## src/rtl/i2c_slave.sv

```systemverilog
// I2C target with an 8-bit register pointer: writes stream through writeData/writeStrobe,
// reads fetch readData on readStrobe. SCL/SDA are oversampled on clock.
module i2c_slave #(
  parameter logic [6:0] DEVICE_ADDRESS = 7'h3C
) (
  input  logic       clock,
  input  logic       reset,
  input  logic       SCL,
  input  logic       sdaIn,
  output logic       sdaDriven,
  output logic [7:0] regAddress,
  output logic [7:0] writeData,
  output logic       writeStrobe,
  input  logic [7:0] readData,
  output logic       readStrobe,
  output logic       busy
);

  localparam logic [3:0] IDLE      = 4'd0;
  localparam logic [3:0] ADDR      = 4'd1;
  localparam logic [3:0] ADDR_ACK  = 4'd2;
  localparam logic [3:0] REG       = 4'd3;
  localparam logic [3:0] REG_ACK   = 4'd4;
  localparam logic [3:0] WDATA     = 4'd5;
  localparam logic [3:0] WDATA_ACK = 4'd6;
  localparam logic [3:0] RDATA     = 4'd7;
  localparam logic [3:0] RDATA_ACK = 4'd8;
  localparam logic [3:0] IGNORE    = 4'd9;

  logic [1:0] sclSync, sdaSync;
  logic       sclPrev, sdaPrev;
  logic [3:0] state, bitCnt;
  logic [7:0] rxShift, txShift;
  logic       rnw;

  logic scl, sda, sclRise, sclFall, startCond, stopCond, readLoad;
  logic [7:0] rxByte;

  assign scl       = sclSync[1];
  assign sda       = sdaSync[1];
  assign sclRise   = scl & ~sclPrev;
  assign sclFall   = ~scl & sclPrev;
  assign startCond = scl & sclPrev & sdaPrev & ~sda;
  assign stopCond  = scl & sclPrev & ~sdaPrev & sda;
  assign rxByte    = {rxShift[6:0], sda};

  // Fetch happens on the falling edge that opens a transmit byte; RDATA_ACK only
  // survives to a falling edge when the master acknowledged.
  assign readLoad   = sclFall & (((state == ADDR_ACK) & rnw) | (state == RDATA_ACK));
  assign readStrobe = ~reset & readLoad;

  always_ff @(posedge clock) begin
    if (reset) begin
      sclSync     <= 2'b11;
      sdaSync     <= 2'b11;
      sclPrev     <= 1'b1;
      sdaPrev     <= 1'b1;
      state       <= IDLE;
      bitCnt      <= 4'd0;
      rxShift     <= 8'h00;
      txShift     <= 8'h00;
      rnw         <= 1'b0;
      sdaDriven   <= 1'b0;
      regAddress  <= 8'h00;
      writeData   <= 8'h00;
      writeStrobe <= 1'b0;
      busy        <= 1'b0;
    end else begin
      sclSync     <= {sclSync[0], SCL};
      sdaSync     <= {sdaSync[0], sdaIn};
      sclPrev     <= scl;
      sdaPrev     <= sda;
      writeStrobe <= 1'b0;
      if (writeStrobe) regAddress <= regAddress + 8'd1;

      if (startCond) begin
        state     <= ADDR;
        bitCnt    <= 4'd0;
        sdaDriven <= 1'b0;
        busy      <= 1'b0;
      end else if (stopCond) begin
        state     <= IDLE;
        sdaDriven <= 1'b0;
        busy      <= 1'b0;
      end else begin
        case (state)
          ADDR, REG, WDATA: begin
            if (sclRise && bitCnt < 4'd8) begin
              rxShift <= rxByte;
              bitCnt  <= bitCnt + 4'd1;
              if (bitCnt == 4'd7) begin
                if (state == REG) regAddress <= rxByte;
                if (state == WDATA) begin
                  writeData   <= rxByte;
                  writeStrobe <= 1'b1;
                end
              end
            end
            if (sclFall && bitCnt == 4'd8) begin
              if (state == ADDR && rxShift[7:1] != DEVICE_ADDRESS) begin
                state <= IGNORE;
              end else begin
                sdaDriven <= 1'b1;
                case (state)
                  ADDR:    state <= ADDR_ACK;
                  REG:     state <= REG_ACK;
                  default: state <= WDATA_ACK;
                endcase
                if (state == ADDR) begin
                  busy <= 1'b1;
                  rnw  <= rxShift[0];
                end
              end
            end
          end
          ADDR_ACK, REG_ACK, WDATA_ACK: begin
            if (sclFall) begin
              bitCnt <= 4'd0;
              if (readLoad) begin
                txShift   <= readData;
                sdaDriven <= ~readData[7];
                state     <= RDATA;
              end else begin
                sdaDriven <= 1'b0;
                state     <= (state == ADDR_ACK) ? REG : WDATA;
              end
            end
          end
          RDATA: begin
            if (sclRise && bitCnt < 4'd8) bitCnt <= bitCnt + 4'd1;
            if (sclFall) begin
              if (bitCnt == 4'd8) begin
                sdaDriven <= 1'b0;
                state     <= RDATA_ACK;
              end else begin
                txShift   <= {txShift[6:0], 1'b0};
                sdaDriven <= ~txShift[6];
              end
            end
          end
          RDATA_ACK: begin
            if (sclRise) begin
              if (sda) begin
                state <= IGNORE;
                busy  <= 1'b0;
              end else begin
                regAddress <= regAddress + 8'd1;
              end
            end
            if (sclFall) begin
              bitCnt    <= 4'd0;
              txShift   <= readData;
              sdaDriven <= ~readData[7];
              state     <= RDATA;
            end
          end
          default: ;
        endcase
      end
    end
  end

endmodule

```

## config.mk

```make
export PLATFORM = sky130hd
export DESIGN_NAME = i2c_slave
export DESIGN_NICKNAME = d
export VERILOG_FILES = /design/src/rtl/i2c_slave.sv
export SDC_FILE = /design/constraint.sdc
export NUM_CORES = 1
export LEC_CHECK = 0
export ABC_AREA = 1
export ABC_CLOCK_PERIOD_IN_PS = 1600
export CORE_MARGIN = 2
export CORE_UTILIZATION = 50
export DETAILED_ROUTE_END_ITERATION = 10
export GPL_ROUTABILITY_DRIVEN = 0
export PLACE_DENSITY_LB_ADDON = 0.1
export SETUP_SLACK_MARGIN = 0.05
export SLEW_MARGIN = 20
export SYNTH_ARGS = -nofsm -noshare
export SYNTH_HDL_FRONTEND = slang
export SYNTH_SLANG_ARGS = --single-unit
```

## constraint.sdc

```tcl
create_clock -name clock -period 1.6 [get_ports clock]
set_clock_uncertainty 0.2 [all_clocks]
set_input_delay 0.32 -clock clock [delete_from_list [all_inputs] [get_ports clock]]
set_output_delay 0.32 -clock clock [all_outputs]
set_load 0.02 [all_outputs]
```

Yosys cells after proc, flatten, opt, wreduce, memory -nomap -nowiden:

Cells that the tools add are included.

* output and inout bits: 20
* input port bits: 12
* memories: 0
* latch bits: 0
* logic and storage cells: 145
* memory bits (read-only): 0
* RAM bits: 0
* bits in registers: 49

* shift-type cells: 0
* mux-type cells: 47
* multipliers: 0
* eq/ne operators: 32
* reductions and logical operators: 24
* add/sub/neg operators: 2
* bitwise operators: 24
* div/mod/pow operators: 0
* $lt $le $gt $ge: 1

Operator list (number)
* 2-to-1 mux 8 bit: 8
* 2-to-1 mux 4 bit: 10
* 2-to-1 mux 7 bit: 5
* AND reduction 6 bit: 4
* inequality test 2 bit, second input constant: 11
* one-hot mux 7 bit (3 select lines): 1
* == test 4 x 3 -> 1 bit, second input constant: 5
* inequality test 4 bit, second input constant: 4
* one-hot mux 4 bit (4 select lines): 1
* one-hot mux 8 bit (2 select lines): 1
* 2-to-1 mux 1 bit: 15
* AND reduction 7 bit: 2
* NOT 1 bit: 13
* AND 1 bit: 10
* inequality test 5 bit, second input constant: 2
* OR reduction 3 bit: 3
* adder 8 x 1 -> 8 bit, second input constant: 1
* == test 4 x 2 -> 1 bit, second input constant: 2
* == test 4 bit, second input constant: 2
* one-hot mux 4 bit (2 select lines): 1
* AND reduction 4 bit: 2
* AND reduction 8 bit: 1
* OR reduction 4 bit: 2
* inequality test 7 x 6 -> 1 bit, second input constant: 1
* other kinds (17): 23

Depth between registers and ports, before layout:

* word-level depth: 9
* depth in mapped cells: 14
* mapped depth without buffers: 14

Least setup slack after synthesis:

Ideal clock, no wire load.

* path kind: register to register
* start point: register sclPrev
* end point: register regAddress[0]
* buffers on the path: 0
* arrival time: 1.419 ns
* stages on the path, launching flop included: 12
* clock period less this slack: 1.741 ns
* required time: 1.278 ns
* setup slack: -0.141 ns
* setup time: 0.122 ns
* cells stage by stage: dfxtp_1 -> inv_1 -> ha_1 -> inv_1 -> nor2_1 -> inv_1 -> nor2_1 -> nand2_1 -> nand2_1 -> o21ai_1 -> a21oi_1 -> o21ai_0

* cells in the longest elaborated chain, start to end: 7
* elaborated cells on any way between the ends: 13
* classes of those cells: mux (5); bitwise (7); reduce/logical (1)

RTL lines
* from (decl): RTL line 31 `logic sclPrev, sdaPrev;`
* from (signal assigned): RTL line 71 `sclPrev <= scl;`
* NOT 1 bit: RTL line 41 `assign sclRise = scl & ~sclPrev;`
* AND 1 bit: RTL line 41
* logical AND 1 bit: RTL line 88 `if (sclRise && bitCnt < 4'd8) begin`
* 2-to-1 mux 8 bit: RTL line 88
* one-hot mux 8 bit (2 select lines): RTL line 86 `case (state)`
* 2-to-1 mux 8 bit: RTL line 81 `end else if (stopCond) begin`
* 2-to-1 mux 8 bit (*): RTL line 76 `if (startCond) begin`
* to (signal assigned): RTL line 74 `if (writeStrobe) regAddress <= regAddress + 8'd1;`
* to (signal assigned): RTL line 92 `if (state == REG) regAddress <= rxByte;`
* to (signal assigned): RTL line 147 `regAddress <= regAddress + 8'd1;`
* to (decl): RTL line 11 `output logic [7:0] regAddress,`

Every way passes the cells marked *; elsewhere a longest branch is shown, timed or not.
A chain may end at the register's enable or synchronous reset.

Final worst setup path:

* start point: register sclPrev
* end point: register txShift[2]

* cells in the longest elaborated chain, start to end: 5
* elaborated cells on any way between the ends: 14
* classes of those cells: eq/ne (4); bitwise (9); reduce/logical (1)

RTL lines
* AND 1 bit: RTL line 43, 44
* AND 1 bit (on tied branches) (2 in a row): RTL line 44, 43
* NOT 1 bit (no source line)
* AND reduction 8 bit (no source line) (*)
* to (signal assigned): RTL line 120 `txShift <= readData;`
* to (signal assigned): RTL line 136 `txShift <= {txShift[6:0], 1'b0};`
* to (signal assigned): RTL line 152 `txShift <= readData;`
* to (decl): RTL line 33 `logic [7:0] rxShift, txShift;`

Marks and branches as above.

==> impl_metrics.env <==
export IMPL_grt_usage_pct=30.7
export IMPL_route_vias_total=3461
export IMPL_instances_no_fill=601
export IMPL_routed_wl_um=10700
export IMPL_finalPower_w=0.00525
export IMPL_syn_instance_count=408
export IMPL_yosysWarningCount=0
export IMPL_hpwl_um=5590
export IMPL_crit_fanout=7
export IMPL_cp_start_kind="flop"
export IMPL_rows=26
export IMPL_finalHoldViolations=0
export IMPL_reg2reg_from="sclPrev$_SDFF_PP1_"
export IMPL_drc=0
export IMPL_period_minus_slack_ns=1.98
export IMPL_detail_route_antenna_nets=0
export IMPL_insertion_delay_ns=0.32
export IMPL_cts_hold_buf=0
export IMPL_drtIter0Drc=278
export IMPL_ir_drop_mv=0.876
export IMPL_viasPerCell=5.76
export IMPL_antenna_found_initial=0
export IMPL_cp_required_ns=1.61
export IMPL_die_h_um=76.7
export IMPL_cts_tree="done"
export IMPL_start_util_pct=51.7
export IMPL_netlist_area_mm2=0.00264
export IMPL_synth_nets=426
export IMPL_dieArea_mm2=0.00588
export IMPL_power_density_mw_per_mm2=1190
export IMPL_synth_seq_cells=49
export IMPL_cp_end_kind="flop"
export IMPL_die_w_um=76.7
export IMPL_violations="negative setup slack"
export IMPL_drive_above_1_share_pct=43.9
export IMPL_portBuffers=31
export IMPL_dp_cells=572
export IMPL_hold_slack_ns=0.251
export IMPL_synth_top_area_cell="dfxtp_1"
export IMPL_final_nets=548
export IMPL_yosys_cell_types_count=34
export IMPL_io_pins=32
export IMPL_cts_htree_levels=2
export IMPL_diodes=0
export IMPL_r2r_cells=10
export IMPL_first_global_vias=3125
export IMPL_clk_path_buf_depth=2
export IMPL_slew_violations=0
export IMPL_clkTransAtPathRegs_ns=0.10
export IMPL_status="finished with violations"
export IMPL_crit_start="sclPrev$_SDFF_PP1_"
export IMPL_core_area_mm2=0.00511
export IMPL_leakage_nw=2.05
export IMPL_grt_overflow=0
export IMPL_clock_fmax_mhz=506
export IMPL_grt_max_degree=19
export IMPL_final_cell_mix="nand2_1, buf_4, nor2_1, dfxtp_1, inv_1"
export IMPL_synthFlopType="dfxtp_1"
export IMPL_setup_slack_ns=-0.378
export IMPL_async_flop_share_pct=0
export IMPL_worstHoldPathType="flop to flop"
export IMPL_cts_buffers=5
export IMPL_worst_pin_slew_ns=0.368
export IMPL_fillCellCount=272
export IMPL_clkSinkCount=49
export IMPL_synth_area_top_cells="dfxtp_1, nand2_1, nor2_1, o21ai_0, inv_1"
export IMPL_cap_viol_max_count=0
export IMPL_min_from="sclSync[0]$_SDFF_PP1_"
export IMPL_hold_path_depth=1
export IMPL_firstDrtPassIters=6
export IMPL_routedWlPerCell_um=17.8
export IMPL_syn_area_per_cell_um2=6.48
export IMPL_path_class="flop to flop"
export IMPL_worstPathArrival_ns=1.99
export IMPL_synth_edf_count=0
export IMPL_area_growth_pct=66.7
export IMPL_grt_pass1_wl_um=14500
export IMPL_synth_seq_area_share_pct=37.1
export IMPL_final_common_cell="nand2_1"
export IMPL_maxSlewHeadroom_pct=75.2
export IMPL_fin_crit_sh_pct=124
export IMPL_finalSetupViolations=44
export IMPL_grt_setup_unrepaired="yes"
export IMPL_netlist_area_leader_share_pct=37.1
export IMPL_cts_root_buffer="clkbuf_8"
through the flow:
step,TNS [ns],instance area [µm²],setup slack [ns],util (%)
after floorplan,-0.680,2770,-0.0533,-
after global placement,-10.03,3670,-0.478,72.0
final,-11.56,4400,-0.378,86.2
after global routing,-14.62,4400,-0.430,86.2
after detailed placement,-12.40,3670,-0.492,72.0
after CTS,-6.01,4180,-0.268,81.8
worst max-delay path, cell delays in order (launching register included):
cell and delay (ns):
dfxtp_4 0.41, ha_4 0.17, nand4_1 0.18, buf_4 0.22, nand3_2 0.07, nand3_2 0.08
nor2_4 0.20, buf_12 0.16, nand2_4 0.05, nand2_4 0.08, nor2_2 0.05
flip-flops by register name, indices dropped and copies added, names as in the netlist, 2 cells and up:
signal,cells
bitCnt,4
regAddress,8
rxShift,8
sclSync,2
sdaSync,2
state,4
txShift,7
writeData,8
layout make-up:
cell class	instances	area [µm²]	share of cell area, %
well taps	70	87.6	1.99
multi-input cells	304	1930	43.9
clock inverters	3	28.8	0.653
inverters	49	208	4.72
repair inverters	1	6.26	0.142
flip-flops and latches	49	1000	22.8
clock buffers	5	68.8	1.56
repair buffers	120	1070	24.3
cells by family (layout without fill, tap and decap cells):
group | Yosys count | after routing | share of synthesized area [%]
compound gates | 64 | 64 | 12.7
fa+ha+maj | 6 | 6 | 2.84
xor+xnor | 7 | 7 | 2.32
flops | 49 | 49 | 37.1
simple gates | 226 | 227 | 36.6
buf+inv | 56 | 178 | 8.38
synthesized netlist by cell type (4+ instances only):
master    count
nand2_1     113
nor2_1       63
dfxtp_1      49
inv_1        43
o21ai_0      35
nand3_1      23
a21oi_1      20
ha_1          6
clkbuf_1      5
nand4_1       5
nor3_1        5
or2_2         5
xor2_1        5
inv_2         4
layer usage:
metal  global-route usage, %  vias to the layer above  wire length, µm
met5                       0                        -                0
met4                    14.2                        0              715
met3                    4.82                       65              817
met2                    54.6                      211             5240
met1                    36.2                     1626             3950
li1                        -                     1559                -
power breakdown:
part           total (W)  internal [W]  switching (W)  leakage, nW
sequential       0.00144       0.00134       0.000101        0.402
combinational    0.00298       0.00131        0.00167         1.60
clock           0.000830      0.000328       0.000502       0.0506
total            0.00525       0.00298        0.00227         2.05
what timing repair did:
action,CTS,global route
resized for setup,134,67
endpoints found under the setup margin,63,55
pin swaps,26,26
buffers inserted,9,8
gates cloned,4,0
final timing paths:
kind,endpoint,slack (ns)
max,txShift[2]$_SDFFE_PP0P_,-0.38
min,sclSync[1]$_SDFF_PP1_,0.25
max reg2reg,txShift[2]$_SDFFE_PP0P_,-0.38
min reg2reg,sclSync[1]$_SDFF_PP1_,0.25
Note: power is estimated with default switching activity, not from simulation.
